## src/rtl/write_back_stage.sv

```systemverilog
// write_back_stage: pipeline write-back stage between the MEM/WB register
// and the register file. Selects ALU, memory or link-address result,
// registers it under rst/flush/stall control, drives the register-file
// write port one cycle after acceptance and counts retired instructions.
//
// Optional feature macro: WB_SUBWORD_LOAD_EN
//   defined   -> byte/half loads are extracted from the low 32 bits of
//                mem_data and sign/zero extended (needs DATA_W >= 32)
//   undefined -> mem_data passes through unmodified; load_size,
//                load_unsigned and byte_off are ignored
//
// Handshake: in_valid qualifies the input bundle; there is no ready. The
// stage accepts whenever in_valid=1 and neither rst, flush nor stall is
// asserted. stall freezes every register (a held write is re-presented to
// the register file, which is idempotent). flush turns the next output into
// a bubble and wins over stall. out_valid/rf_* are valid one cycle after
// acceptance.
module write_back_stage #(
  parameter int DATA_W     = 32,
  parameter int REG_ADDR_W = 5,
  parameter int CNT_W      = 32
) (
  input  logic                  clk,
  input  logic                  rst,
  input  logic                  in_valid,
  input  logic                  stall,
  input  logic                  flush,
  input  logic [DATA_W-1:0]     alu_result,
  input  logic [DATA_W-1:0]     mem_data,
  input  logic [DATA_W-1:0]     link_addr,
  input  logic [1:0]            res_sel,
  input  logic                  reg_write,
  input  logic [REG_ADDR_W-1:0] rd_addr,
  input  logic [1:0]            load_size,
  input  logic                  load_unsigned,
  input  logic [1:0]            byte_off,
  output logic                  out_valid,
  output logic                  rf_we,
  output logic [REG_ADDR_W-1:0] rf_waddr,
  output logic [DATA_W-1:0]     rf_wdata,
  output logic [CNT_W-1:0]      retired_cnt
);

  localparam logic [1:0] SEL_MEM  = 2'b01;
  localparam logic [1:0] SEL_LINK = 2'b10;

  logic [DATA_W-1:0] mem_value;
  logic [DATA_W-1:0] sel_result;
  logic              accept;

`ifdef WB_SUBWORD_LOAD_EN
  logic [31:0] mem_lo;
  logic [7:0]  load_byte;
  logic [15:0] load_half;

  assign mem_lo    = mem_data[31:0];
  assign load_byte = mem_lo[{byte_off, 3'b000} +: 8];
  // Half loads are aligned upstream, so byte_off[0] plays no part here.
  assign load_half = mem_lo[{byte_off[1], 4'b0000} +: 16];

  // Extract and extend the loaded sub-word; word and reserved sizes pass through.
  always_comb begin
    mem_value = mem_data;
    case (load_size)
      2'b10:   mem_value = {{(DATA_W-8){~load_unsigned & load_byte[7]}}, load_byte};
      2'b01:   mem_value = {{(DATA_W-16){~load_unsigned & load_half[15]}}, load_half};
      default: mem_value = mem_data;
    endcase
  end
`else
  logic unused_subword;

  assign unused_subword = ^{load_size, load_unsigned, byte_off};
  assign mem_value      = mem_data;
`endif

  // Result mux; the reserved encoding 11 falls back to the ALU result.
  always_comb begin
    sel_result = alu_result;
    case (res_sel)
      SEL_MEM:  sel_result = mem_value;
      SEL_LINK: sel_result = link_addr;
      default:  sel_result = alu_result;
    endcase
  end

  assign accept = in_valid & ~stall & ~flush;

  // Output registers and retired counter with rst > flush > stall > accept priority.
  always_ff @(posedge clk) begin
    if (rst) begin
      out_valid   <= 1'b0;
      rf_we       <= 1'b0;
      rf_waddr    <= '0;
      rf_wdata    <= '0;
      retired_cnt <= '0;
    end else if (flush) begin
      out_valid <= 1'b0;
      rf_we     <= 1'b0;
    end else if (stall) begin
      out_valid <= out_valid;
      rf_we     <= rf_we;
    end else if (accept) begin
      out_valid   <= 1'b1;
      rf_we       <= reg_write & (rd_addr != '0);
      rf_waddr    <= rd_addr;
      rf_wdata    <= sel_result;
      retired_cnt <= retired_cnt + CNT_W'(1);
    end else begin
      out_valid <= 1'b0;
      rf_we     <= 1'b0;
    end
  end

endmodule
```

## config.mk

```make
export PLATFORM = sky130hd
export DESIGN_NAME = write_back_stage
export DESIGN_NICKNAME = d
export VERILOG_FILES = /design/src/rtl/write_back_stage.sv
export SDC_FILE = /design/constraint.sdc
export NUM_CORES = 1
export LEC_CHECK = 0
export BUFFER_PORTS_ARGS = -buffer_cell sky130_fd_sc_hd__buf_2
export CAP_MARGIN = 15
export CELL_PAD_IN_SITES_DETAIL_PLACEMENT = 0
export CELL_PAD_IN_SITES_GLOBAL_PLACEMENT = 1
export CORE_UTILIZATION = 33
export DETAILED_ROUTE_END_ITERATION = 6
export PLACE_DENSITY = 0.91
export SLEW_MARGIN = 10
export SYNTH_ARGS = -nofsm -noshare
export SYNTH_HDL_FRONTEND = slang
export SYNTH_SLANG_ARGS = --single-unit
```

## constraint.sdc

```tcl
create_clock -name clk -period 2.9 [get_ports clk]
set_input_delay 0.145 -clock clk [delete_from_list [all_inputs] [get_ports clk]]
set_output_delay 0.145 -clock clk [all_outputs]
set_load 0.03 [all_outputs]
```

* Word level (Yosys, flattened, before mapping)
Cells that the tools add are included.
** Cells by class
- Equal/unequal tests :: 2
- Mux-type cells :: 3
- Reduce and logical (&&, ||, !) cells :: 3
- Bitwise logic cells :: 5
- $add $sub $neg :: 1
** Operators by type and width (count)
- $pmux W32 S2 :: 1
- $add A32 B1 Y32 const B :: 1
- $reduce_bool A5 Y1 :: 1
- $and A1 B1 Y1 :: 3
- $reduce_and A3 Y1 :: 1
- $eq A2 B1 Y1 const B :: 1
- $eq A2 B2 Y1 const B :: 1
- $mux W1 :: 2
- $not A1 Y1 :: 2
- $reduce_or A2 Y1 :: 1
** Word-level totals
- Bits in registers :: 71
- Output and inout port bits :: 71
- Logic and storage cells :: 19

* Longest topological paths before layout
- Depth after elaboration :: 4
- Mapped depth :: 8
- Gate-level depth less buffers :: 6

* Worst setup path after synthesis
Ideal clock, no wire load.
- Path type :: register to register
- Start point :: register retired_cnt[16]
- End point :: register retired_cnt[31]
- Library setup time :: 0.121 ns
- Slack :: 0.798 ns
- Cell stages (with the launch flop) :: 6
- Data arrival time :: 1.982 ns
- Required time :: 2.779 ns
- Path through :: dfxtp_1 nand4_2 or4_1 buf_2 nor4b_2 mux2_2
** Between the ends
- Longest elaborated chain between the ends :: 1
** RTL lines
- from (decl) :: line 41 : output logic [CNT_W-1:0] retired_cnt
- from (signal assigned) :: line 108 : retired_cnt <= retired_cnt + CNT_W'(1);
- $add A32 B1 Y32 :: line 108
Every way passes these cells.
A chain may end at the register's enable or synchronous reset.

* Final worst setup path
- Start point :: register retired_cnt[8]
- End point :: register retired_cnt[27]
Same word-level chain as after synthesis.

==> run summary <==
The number of cell rows is 37. The total CTS buffers is 9, and the share of post-route cells with drive strength above 1 is 33.86%. Entering global routing, the biggest net connects 65 pins. In the routed layout, each cell is associated on average with a via count of 5.031. Among all flip-flop cells after synthesis, the most frequent one is dfxtp_1. The post-synthesis instance area was 3516 sq um; the number of different library cells in the post-synthesis netlist was 31.

The power density over the cells is 465.7 nW/um^2, and the area inside the core boundary is 10320 sq um. Setup repair after global routing left no endpoint under its margin. For this block, the routed nets add up to 10.45 mm of wire. Clock tree synthesis selected as its root buffer the cell clkbuf_8. The critical path class was register to register. In this run, synthesis produced a sequential element count of 71. Of the available clock period, the critical path in the final layout requires 78.09%. The logs give 350 ps for the clock latency on the worst-skew pair and 2510 ps for the data arrival time at the worst-slack endpoint. Cell type contributing the most total cell area after synthesis: dfxtp_1. The effective utilization at floorplan was 34.06%; the count of cells resized by post-cts repair was 0. The run gives 17.24 mm as the wire length of the first global-routing pass. Setup violations remaining at the end of the flow were counted as 0. Counting both buffers and inverters, the worst setup path holds a total of 0. The logs give 467 for the number of cells produced by synthesis and 0 for the number of antenna violations at the first check in global routing.

The slowest cell on the critical path is nand4_2. The total congestion overflow after global routing is 0, and the die area is 11070 sq um. The worst setup path is launched from a register.

The clock passes through at most 2 buffers. Buffers added to address setup during post-CTS repair amount to 0. The mean instance size in the synthesized netlist was 7.529 sq um; the weighted congestion reported at the end of routability-driven placement was 0.8365. The worst-margin pin slew is 1028 ps, and the highest ir drop seen on vdd is 0.2550 mV. The number of global-route vias before repair was 3556. The critical path goes through and4_1 > nand4_2 > nor4_1 > mux2_2. The data required time at the worst endpoint came out at 3140 ps.

In this design, the stage delay of the slowest critical-path cell is 540 ps. The floorplan die height is 105.2 microns, and the number of nets in the layout is 744. The maximum fanout along the worst path is 27, and the net count of the mapped netlist is 584. In this run the worst hold path is classified as input port to register. The tightest slew margin relative to the limit was 31.44%; the total inserted antenna cells was 0. The share of Yosys cell area claimed by the top area cell type works out to 40.43%.

STA classifies the critical path endpoint as a register. Summed over all failing endpoints, the final setup total negative slack is 0 ps. In this run the count of I/O pins placed on the die edge is 185. Summed over all nets, the half-perimeter wirelength after detailed placement is 7.680 mm. The post-cts hold buffer count was 0; the minimum clock period after layout was 2264 ps. TritonCTS built the clock tree. The run finished with clean final reports. Cell family with the largest share of critical-path delay: simple AND/OR/NAND/NOR gates. Counting flops with a built-in enable in the synthesized netlist gives 0.

The count of nets left with antenna violations once routing finished came out at 0. The logs give 0.4416 GHz for the achievable clock frequency and 0 for the count of pins over their slew limit. Yosys printed 0 warnings. Dividing the detail-routed wire length by the instance count gives 13.61 microns. Clock-pin slew was measured on the worst setup and hold paths at 80 ps. Of the synthesized area, sequential elements account for 40.43%.

Measured along the x axis, the die boundary spans 105.2 microns. Summing internal, switching and leakage power gives 0.002202 W. The tools report the number of clock sinks as 71. For this run, asynchronously set or reset flops after synthesis account for 0%. The reported leakage power was 2.043 nW; the final worst hold slack was 43.77 ps.

During placement, the flow inserted port buffers numbering 179. In the global route stage, overall resource usage came out at 19.08%. The number of levels in the clock H-tree was 3; the number of DRC markers after the initial detailed-route iteration was 235.

After synthesis, the cell types taking the most area are dfxtp_1 (40%), nand2_1 (13%), a21oi_1 (7.3%). The detailed router placed 3864 vias in this run. The layout overhead on the synthesized area came out at 34.48%. Across the run, the number of max-cap violations was 0. In the routed design, unresolved DRC markers number 0. The clock tree skew after final layout came out at 12.73 ps. Number of hold-slack violations in the final timing report: 0. The first detailed-routing pass took 4 iterations.
==> routing by layer <==
layer | part of all wire [%] | GRT usage, % | vias up
met3 | 6.8 | 3.463 | 19
met1 | 45 | 25.43 | 1716
met2 | 46 | 30.36 | 164
met4 | 2.4 | 7.746 | 0
met5 | 0 | 0 | -
li1 | - | - | 1965
==> worst paths after layout <==
| check | to | startpoint | slack [ps] | cells after the start |
|---|---|---|---|---|
| max | retired_cnt[27]$_SDFFE_PP0P_ | retired_cnt[8]$_SDFFE_PP0P_ | 640 | 4 |
| min | out_valid$_SDFFE_PP0N_ | flush | 40 | 2 |
| max reg2reg | retired_cnt[27]$_SDFFE_PP0P_ | retired_cnt[8]$_SDFFE_PP0P_ | 640 | 4 |
| min reg2reg | rf_wdata[26]$_SDFFE_PP0P_ | rf_wdata[26]$_SDFFE_PP0P_ | 450 | 2 |
==> flip-flops by register name (all words and copies together) (netlist names) <==
name and flops:
retired_cnt 32, out_valid 1, rf_we 1, rf_waddr 5
rf_wdata 32
==> logic make-up (layout without fill, tap and decap cells) <==
group / Yosys count / count (layout) / synth area share, %
mux: 7 / 7 / 2.242
flops: 71 / 71 / 40.43
compound gates: 128 / 128 / 21.32
simple gates: 205 / 205 / 27.54
buf+inv: 41 / 206 / 4.413
fa+ha+maj: 3 / 3 / 1.068
xor+xnor: 12 / 12 / 2.989
==> report_power, final <==
part	switching [W]	internal, W	leakage, nW	total (W)
clock	0.000381	0.000530	0.112	0.000911
combinational	0.000175	0.000114	1.36	0.000289
sequential	0.00000999	0.000992	0.574	0.00100
total	0.000566	0.00164	2.04	0.00220
==> synth_stat cells, types with 2 or more instances <==
cell type / count
a21oi_1: 51
o31ai_1: 10
nor3_1: 6
o21ai_0: 34
nand4_2: 2
nand4_1: 9
nor2_1: 21
dfxtp_1: 71
nand3_1: 7
xor2_1: 6
and4_1: 4
a22oi_1: 32
and2_1: 2
or3_1: 2
inv_1: 5
nor2b_1: 7
mux2_2: 7
nor4_1: 7
xnor2_1: 6
or4_1: 11
nand2_1: 122
ha_1: 3
buf_1: 6
clkbuf_1: 29
==> worst reg2reg max path: stages (launching register included) <==
cell	delay [ps]
dfxtp_1	420
and4_1	310
nand4_2	540
nor4_1	510
mux2_2	380
==> stage by stage <==
| step | std cells | worst slack [ps] | area [sq um] | util (%) |
|---|---|---|---|---|
| after detailed placement | 752 | 659.0 | 4497 | 43.56 |
| after global routing | 768 | 460.3 | 4728 | 45.80 |
| after global placement | 752 | 727.2 | 4497 | 43.56 |
| after CTS | 768 | 640.6 | 4728 | 45.80 |
| final | 768 | 635.5 | 4728 | 45.80 |
| after floorplan | 467 | 797.7 | 3516 | - |
==> cell type report <==
class	count	area [sq um]
clock buffer	11	151.4
clock inverter	5	80.08
fill	1053	5595
inverter	5	18.77
multi-input combinational	355	1946
sequential	71	1421
tap	136	170.2
timing repair buffer	185	940.9
==> placed cells by master, fill, tap and decap left out, types with 9 or more instances in the layout <==
cell type	count
buf_2	179
nor2_1	21
nand4_1	9
clkbuf_8	11
nand2_1	122
a21oi_1	51
o21ai_0	34
o31ai_1	10
or4_1	11
a22oi_1	32
dfxtp_1	71
No activity file was read; power rests on OpenSTA's default activity.
